File: config.mk
export PLATFORM = sky130hd
export DESIGN_NAME = cdb_arbiter
export DESIGN_NICKNAME = d
export VERILOG_FILES = /design/src/rtl/cdb_arbiter_pkg.sv /design/src/rtl/cdb_arbiter_rr.sv /design/src/rtl/cdb_arbiter.sv
export SDC_FILE = /design/constraint.sdc
export NUM_CORES = 1
export LEC_CHECK = 0
export BUFFER_PORTS_ARGS = -buffer_cell sky130_fd_sc_hd__clkbuf_2
export CORE_UTILIZATION = 49
export DETAILED_ROUTE_END_ITERATION = 16
export GPL_ROUTABILITY_DRIVEN = 0
export PLACE_DENSITY_LB_ADDON = 0.05
export SYNTH_ARGS = -nofsm -noshare
export SYNTH_HDL_FRONTEND = slang
export SYNTH_SLANG_ARGS = --single-unit
File: constraint.sdc
create_clock -name clk -period 2.6 [get_ports clk]
set_input_delay 0.13 -clock clk [delete_from_list [all_inputs] [get_ports clk]]
set_output_delay 0.13 -clock clk [all_outputs]
set_load 0.05 [all_outputs]
File: src/rtl/cdb_arbiter_pkg.sv
// Shared out-of-order core types used by the CDB arbiter: result packet layout and source ids.
package cdb_arbiter_pkg;

    localparam int PHYS_REG_BITS = 6;
    localparam int ROB_TAG_BITS  = 5;
    localparam int DATA_W        = 32;
    localparam int NUM_CDB_SRC   = 3;

    typedef struct packed {
        logic [PHYS_REG_BITS-1:0] prd;
        logic [DATA_W-1:0]        data;
        logic [ROB_TAG_BITS-1:0]  rob_tag;
        logic                     reg_write;
    } cdb_pkt_t;

    typedef enum logic [1:0] {
        SRC_ALU = 2'd0,
        SRC_LSU = 2'd1,
        SRC_BR  = 2'd2
    } cdb_src_e;

endpackage

File: src/rtl/cdb_arbiter_rr.sv
// Combinational round-robin picker: first asserted request at or after ptr, wrapping modulo N.
module rr_arbiter #(
    parameter int N  = 3,
    parameter int IW = (N > 1) ? $clog2(N) : 1
) (
    input  logic [N-1:0]  req,
    input  logic [IW-1:0] ptr,
    output logic [N-1:0]  grant,
    output logic [IW-1:0] grant_idx,
    output logic          grant_valid
);

    always_comb begin : search
        logic [IW:0]   sum;
        logic [IW-1:0] idx;
        grant       = '0;
        grant_idx   = '0;
        grant_valid = 1'b0;
        sum         = '0;
        idx         = '0;
        for (int k = 0; k < N; k++) begin
            sum = {1'b0, ptr} + (IW+1)'(k);
            if (sum >= (IW+1)'(N)) begin
                sum = sum - (IW+1)'(N);
            end
            idx = sum[IW-1:0];
            if (!grant_valid && req[idx]) begin
                grant[idx]  = 1'b1;
                grant_idx   = idx;
                grant_valid = 1'b1;
            end
        end
    end

endmodule

File: src/rtl/cdb_arbiter.sv
// Common data bus arbiter: one holding register per execution unit, round-robin grant,
// registered broadcast stage feeding wakeup, PRF write and ROB completion.
module cdb_arbiter
    import cdb_arbiter_pkg::*;
#(
    parameter int NUM_SRC = NUM_CDB_SRC,
    localparam int SRC_W  = $clog2(NUM_SRC)
) (
    input  logic                     clk,
    input  logic                     rst,
    input  logic                     flush,
    input  logic [NUM_SRC-1:0]       req_valid,
    output logic [NUM_SRC-1:0]       req_ready,
    input  cdb_pkt_t [NUM_SRC-1:0]   req_pkt,
    output logic                     cdb_valid,
    output cdb_pkt_t                 cdb_pkt,
    output logic [SRC_W-1:0]         cdb_src
);

    logic [NUM_SRC-1:0]     hold_valid_q, hold_valid_d;
    cdb_pkt_t [NUM_SRC-1:0] hold_pkt_q, hold_pkt_d;
    logic [SRC_W-1:0]       rr_ptr_q, rr_ptr_d;
    logic                   cdb_valid_q, cdb_valid_d;
    cdb_pkt_t               cdb_pkt_q, cdb_pkt_d;
    logic [SRC_W-1:0]       cdb_src_q, cdb_src_d;

    logic [NUM_SRC-1:0] arb_req;
    logic [NUM_SRC-1:0] grant;
    logic [SRC_W-1:0]   grant_idx;
    logic               grant_valid;
    logic               block;

    // Handshake: a unit's packet transfers at the edge where req_valid[i] && req_ready[i].
    // req_ready never looks at req_valid; a full holder frees itself in the cycle it wins.
    assign block     = flush | rst;
    assign arb_req   = hold_valid_q & {NUM_SRC{~block}};
    assign req_ready = {NUM_SRC{~block}} & (~hold_valid_q | grant);

    rr_arbiter #(.N(NUM_SRC), .IW(SRC_W)) u_rr (
        .req         (arb_req),
        .ptr         (rr_ptr_q),
        .grant       (grant),
        .grant_idx   (grant_idx),
        .grant_valid (grant_valid)
    );

    always_comb begin
        hold_valid_d = hold_valid_q;
        hold_pkt_d   = hold_pkt_q;
        rr_ptr_d     = rr_ptr_q;
        cdb_valid_d  = 1'b0;
        cdb_pkt_d    = cdb_pkt_q;
        cdb_src_d    = cdb_src_q;
        for (int i = 0; i < NUM_SRC; i++) begin
            if (req_valid[i] && req_ready[i]) begin
                hold_valid_d[i] = 1'b1;
                hold_pkt_d[i]   = req_pkt[i];
            end else if (grant[i]) begin
                hold_valid_d[i] = 1'b0;
            end
        end
        if (flush) begin
            hold_valid_d = '0;
        end
        if (grant_valid) begin
            cdb_valid_d = 1'b1;
            cdb_pkt_d   = hold_pkt_q[grant_idx];
            cdb_src_d   = grant_idx;
            rr_ptr_d    = (grant_idx == SRC_W'(NUM_SRC-1)) ? '0 : grant_idx + SRC_W'(1);
        end
    end

    always_ff @(posedge clk) begin
        if (rst) begin
            hold_valid_q <= '0;
            hold_pkt_q   <= '0;
            rr_ptr_q     <= '0;
            cdb_valid_q  <= 1'b0;
            cdb_pkt_q    <= '0;
            cdb_src_q    <= '0;
        end else begin
            hold_valid_q <= hold_valid_d;
            hold_pkt_q   <= hold_pkt_d;
            rr_ptr_q     <= rr_ptr_d;
            cdb_valid_q  <= cdb_valid_d;
            cdb_pkt_q    <= cdb_pkt_d;
            cdb_src_q    <= cdb_src_d;
        end
    end

    assign cdb_valid = cdb_valid_q;
    assign cdb_pkt   = cdb_pkt_q;
    assign cdb_src   = cdb_src_q;

    a_grant_onehot: assert property (@(posedge clk) disable iff (rst) $onehot0(grant));
    a_grant_held:   assert property (@(posedge clk) disable iff (rst) (grant & ~hold_valid_q) == '0);

endmodule

# Word level (Yosys, flattened, before mapping)

Index checks and enable logic that the tools add are counted.

Bits in registers: 184
Input bits: 138

Add/subtract/negate cells: 6
$lt $le $gt $ge: 10
Equality and inequality tests: 1
Mux-type cells: 34
Bitwise gates (word level): 8
Reduce and logical (&&, ||, !) cells: 14

Operator list:

| kind                                                              | number |
|---|---|
| binary-select mux 44 bit (select 2 bit)                           | 1 |
| 2-to-1 mux 44 bit                                                 | 1 |
| 2-to-1 mux 1 bit                                                  | 16 |
| 2-to-1 mux 2 bit                                                  | 7 |
| < comparator 2 x 3 -> 1 bit, second input constant                | 4 |
| 2-to-1 mux 3 bit                                                  | 3 |
| bitwise OR 3 bit                                                  | 3 |
| logical AND 1 bit                                                 | 8 |
| bitwise AND 3 bit                                                 | 2 |
| binary-select mux 1 bit (select 2 bit)                            | 3 |
| demux 1 bit (select 2 bit)                                        | 3 |
| greater-or-equal comparator 2 x 1 -> 1 bit, second input constant | 3 |
| greater-or-equal comparator 3 x 2 -> 1 bit, second input constant | 2 |
| nonzero test 2 bit                                                | 3 |
| subtractor 2 bit, second input constant                           | 3 |
| adder 2 x 1 -> 3 bit, second input constant                       | 1 |
| adder 2 x 2 -> 3 bit, second input constant                       | 1 |
| inverter 3 bit                                                    | 1 |
| adder 2 x 1 -> 2 bit, second input constant                       | 1 |
| == test 2 bit, second input constant                              | 1 |
| greater-or-equal comparator 2 bit, second input constant          | 1 |
| zero test 1 bit                                                   | 2 |
| OR reduction 2 bit                                                | 1 |
| inverter 1 bit                                                    | 1 |
| bitwise OR 1 bit                                                  | 1 |

# Logic depth before layout (Yosys ltp)

Depth after elaboration: 16
Gate-level depth with buffers: 12
Mapped depth without buffers: 9

# Cells and area by module

Synthesis repeated with hierarchy kept, for this count alone.

Cells, all modules: 1000
Area, all modules: 8954.8 um^2

By module, submodules not included:

| module      | instances | cells each | area an instance (um^2) | sequential area each (um^2) |
|---|---|---|---|---|
| cdb_arbiter | 1         | 959        | 8673.3                  | 3683.5 |
| rr_arbiter  | 1         | 41         | 281.5                   | 0.0 |

# Worst setup path after synthesis

No wires, ideal clock.

Kind: register -> output
Start point: register rr_ptr_q[0]
End point: output req_ready[2]
Arrival time: 3.232 ns
Data required time: 2.470 ns
Path slack: -0.762 ns
Cell stages (with the launch flop): 9
Cell sequence: dfxtp_1 -> inv_1 -> ha_1 -> buf_2 -> mux2_1 -> a22o_2 -> or4_4 -> and4_1 -> nor3_1

Cells in the longest elaborated chain, start to end: 13

Ends and longest elaborated chain:

| item                                                                      | line                 | RTL |
|---|---|---|
| start, declared                                                           | cdb_arbiter.sv:22    | `logic [SRC_W-1:0] rr_ptr_q, rr_ptr_d;` |
| start signal, assigned                                                    | cdb_arbiter.sv:84    | `rr_ptr_q <= rr_ptr_d;` |
| adder 2 x 1 -> 3 bit (tied with other cells)                              | cdb_arbiter_rr.sv:22 | `sum = {1'b0, ptr} + (IW+1)'(k);` |
| greater-or-equal comparator 3 x 2 -> 1 bit (tied with other cells)        | cdb_arbiter_rr.sv:23 | `if (sum >= (IW+1)'(N)) begin` |
| 2-to-1 mux 2 bit (tied with other cells)                                  | cdb_arbiter_rr.sv:23 |  |
| < comparator 2 x 3 -> 1 bit (implied by the code) (tied with other cells) | cdb_arbiter_rr.sv:28 | `grant[idx] = 1'b1;` |
| logical AND 1 bit (implied by the code) (tied with other cells)           | cdb_arbiter_rr.sv:28 |  |
| 2-to-1 mux 1 bit (implied by the code) (tied with other cells)            | cdb_arbiter_rr.sv:28 |  |
| demux 1 bit (select 2 bit) (tied with other cells)                        | --                   |  |
| bitwise OR 3 bit (no line) or 2-to-1 mux 1 bit (tied branches)            | --                   |  |
| 2-to-1 mux 3 bit or zero test 1 bit (tied branches)                       | cdb_arbiter_rr.sv:27 | `if (!grant_valid && req[idx]) begin` |
| bitwise OR 3 bit (no line) or logical AND 1 bit (tied branches)           | --                   |  |
| 2-to-1 mux 3 bit (*)                                                      | cdb_arbiter_rr.sv:27 |  |
| bitwise OR 3 bit (*)                                                      | cdb_arbiter.sv:37    | `assign req_ready = {NUM_SRC{~block}} & (~hold_valid_q \| grant);` |
| bitwise AND 3 bit (*)                                                     | cdb_arbiter.sv:37    |  |
| end, declared                                                             | cdb_arbiter.sv:13    | `output logic [NUM_SRC-1:0] req_ready,` |

Every way passes the cells marked *; elsewhere a longest branch is shown, timed or not. The select of a mux whose other input is x is not followed.

# Worst setup path after layout

Same ends and word-level chain as after synthesis.

==> impl_metrics.env <==
export IMPL_status="finished with violations"
export IMPL_violations="negative setup slack"
export IMPL_cts_path_max_buffers=2
export IMPL_synth_edf_count=0
export IMPL_insertion_delay_ns=0.43
export IMPL_syn_area_per_cell_um2=9.308
export IMPL_cts_sinks=184
export IMPL_regArea_um2=3691
export IMPL_viasPerCell=5.932
export IMPL_crit_required_ns=2.47
export IMPL_rsz0062_at_grt="yes"
export IMPL_swShare_pct=29.59
export IMPL_slew_headroom_pct=33.09
export IMPL_grt_pass1_wl_mm=42.85
export IMPL_path_clk_slew_ns=0.06
export IMPL_wl_per_cell_um=20.59
export IMPL_grt_overflow_total=0
export IMPL_firstDrtPassIters=5
export IMPL_die_h_um=129.3
export IMPL_maxCapViolations=0
export IMPL_antenna_found_initial=0
export IMPL_drc=0
export IMPL_core_um2=15830
export IMPL_fin_crit_sh_pct=107.9
export IMPL_grt_max_degree=86
export IMPL_numCtsBuffers=17
export IMPL_port_buffer_count=187
export IMPL_die_w_um=129.3
export IMPL_drive_gt1_share_pct=33.78
export IMPL_fin_hold_ws_ns=0.1290
export IMPL_n_antenna_cell=0
export IMPL_postSynth_asyncResetShare_pct=0
export IMPL_dp_cells=1224
export IMPL_fp_dieArea_um2=16720
export IMPL_grt_usage_pct=33.54
export IMPL_start_kind="register"
export IMPL_drt_total_wl_mm=29.26
export IMPL_p_comb_share_pct=21.9
export IMPL_cp_num_buf_inv=2
export IMPL_seqPwrFrac_pct=43.1
export IMPL_drt_initial_drc_count=704
export IMPL_h_tree_depth=4
export IMPL_yosys_warnings=0
export IMPL_post_dp_hpwl_mm=16.07
export IMPL_hp_class="input port to register"
export IMPL_drv_slew=0
export IMPL_critPathSlowestCell="or4_4"
export IMPL_fmax_mhz=356.3
export IMPL_synth_cell_type_count=55
export IMPL_multiInputGateArea_um2=4323
export IMPL_initial_core_util_pct=50.17
export IMPL_ys_seq_area_share_pct=46.39
export IMPL_grt_pass1_vias=8166
export IMPL_nNetsFinal=1336
export IMPL_synthCells=853
export IMPL_rows=46
export IMPL_syn_to_final_growth_pct=54.93
export IMPL_cellPowerDensity_nw_per_um2=581.7
export IMPL_worst_setup_path_end_kind="primary output"
export IMPL_synth_main_ff_cell="dfxtp_1"
export IMPL_path_delay_family="simple AND/OR/NAND/NOR gates"
export IMPL_fin_ws_ns=-0.2063
export IMPL_fin_tns_setup_ns=-8.018
export IMPL_ios=188
export IMPL_drtAntennaViolNets=0
export IMPL_period_minus_slack_ns=2.806
export IMPL_power_internal_w=0.005039
export IMPL_num_vias=8429
export IMPL_p_sw_w=0.002117
export IMPL_nFillCells=1047
export IMPL_path_cells="inv_4 > ha_4 > mux2_4 > a22o_4 > or4_4 > and4_4 > nor3_4 > buf_8"
export IMPL_reg2reg_slack_ns=-0.17
export IMPL_fin_util_pct=77.72
export IMPL_final_cell_mix="dfxtp_1, clkbuf_2, dlygate4sd3_1"
export IMPL_crit_fanout=3
export IMPL_worst_pin_slew_ns=1.004
export IMPL_cts_root_buffer="clkbuf_16"
export IMPL_finalSetupViolations=111
export IMPL_worstPathArrival_ns=2.68
export IMPL_hold_viol=0
export IMPL_syn_area_um2=7940
export IMPL_power_share_clock_pct=35.0
export IMPL_critical_path_class="register to primary output"
export IMPL_layout_cells_non_filler=1421
export IMPL_cts_tree="done"
export IMPL_ys_ff_latch=184
export IMPL_cellLeakagePower_nw=5.620
export IMPL_syn_nets=995
export IMPL_peakVddDrop_uv=507.3
export IMPL_cpPeakStageDelay_ns=0.43
export IMPL_skew_ns=0.007298
==> what timing repair did <==
item                                    4_1_cts  5_1_grt
gates resized for setup                      38       80
pin swaps                                    16       36
setup buffers                                15       10
endpoints found under the setup margin      115      182
gates cloned                                  6        7
hold buffers                                133        0
hold endpoints to repair                    133        0
==> worst paths after layout <==
check,startpoint,to,cells after the start
worst max register to register,rr_ptr_q[0],hold_pkt_q[111],11
worst max-delay path,rr_ptr_q[0],req_ready[2],8
worst min register to register,hold_pkt_q[18],cdb_pkt[18],2
worst min-delay path,flush,hold_pkt_q[77],3
==> through the flow <==
step           power, W  area (um^2)  setup WS, ns
2_1_floorplan  0.003888         8048      -0.03041
3_3_place_gp   0.004307         9462      -0.02792
3_5_place_dp   0.004314         9462      -0.06385
4_1_cts        0.007005        11780       -0.2346
5_1_grt        0.007392        12300       -0.2534
6_report       0.007156        12300       -0.2063
==> cell usage after synthesis, types with 2 or more instances <==
| cell | instances | area share, % |
|---|---|---|
| nand2_1 | 124 | 5.9 |
| buf_6 | 8 | 1.1 |
| dfxtp_1 | 184 | 46 |
| clkinv_1 | 2 | 0.095 |
| a22o_1 | 13 | 1.4 |
| nand3_1 | 92 | 5.8 |
| inv_1 | 5 | 0.24 |
| a21oi_1 | 3 | 0.19 |
| clkbuf_1 | 63 | 3.0 |
| a211oi_2 | 17 | 2.7 |
| mux2_1 | 2 | 0.28 |
| nand4_1 | 4 | 0.32 |
| buf_2 | 16 | 1.0 |
| nor2_1 | 79 | 3.7 |
| o311ai_1 | 88 | 9.7 |
| nor4_4 | 2 | 0.54 |
| ha_1 | 4 | 0.63 |
| mux2i_1 | 45 | 5.7 |
| nor3_1 | 8 | 0.50 |
| a221o_1 | 13 | 1.6 |
| a221oi_1 | 31 | 3.4 |
| a211oi_1 | 14 | 1.3 |
| buf_4 | 4 | 0.38 |
==> metal layers <==
metal | up-vias | global-route usage (%) | share of wire [%]
li1 | 3907 | - | -
met1 | 3994 | 42.96 | 42
met3 | 85 | 6.524 | 7.3
met4 | 0 | 16.47 | 3.4
met2 | 443 | 54.14 | 47
met5 | - | 0 | 0
==> kinds of logic (layout without fill, tap and decap cells) <==
logic type / count (synthesis) / in the layout / share of synthesized area, %
AOI/OAI and AO/OA: 198 / 198 / 23.02
adders and majority gates: 4 / 4 / 0.6303
buffers and inverters: 100 / 451 / 5.925
DFF: 184 / 184 / 46.39
muxes: 47 / 47 / 5.956
and+or+nand+nor: 320 / 321 / 18.07
==> final cells by class <==
| type | instances | share of cell area (%) |
|---|---|---|
| clock buffers | 23 | 3.641 |
| well taps | 216 | 2.197 |
| multi-input cells | 570 | 35.14 |
| repair buffers | 413 | 27.97 |
| inverters | 8 | 0.2644 |
| clock inverters | 7 | 0.7832 |
| flip-flops and latches | 184 | 30.00 |
==> flip-flops by register name, indices dropped and copies added (netlist names) <==
| name | flops |
|---|---|
| hold_pkt_q | 132 |
| rr_ptr_q | 2 |
| cdb_src | 2 |
| cdb_valid | 1 |
| hold_valid_q | 3 |
| cdb_pkt | 44 |
==> worst register-to-register path, stage by stage (launching register included) <==
cell and delay [ns]:
dfxtp_4 0.38, inv_4 0.04, ha_4 0.27, mux2_4 0.31
a22o_4 0.25, or4_4 0.43, buf_6 0.14, a41o_4 0.26
buf_6 0.16, buf_16 0.14, mux2i_1 0.19, nor2_1 0.06
==> power groups by stage <==
stage / sequential (W) / combinational [W] / clock [W]
after floorplan: 0.00332 / 0.000566 / 0
after global placement: 0.00313 / 0.00118 / 0
after detailed placement: 0.00313 / 0.00118 / 0
after CTS: 0.00307 / 0.00143 / 0.00251
after global routing: 0.00310 / 0.00165 / 0.00264
final: 0.00309 / 0.00157 / 0.00250
(Power assumes the default switching activity.)
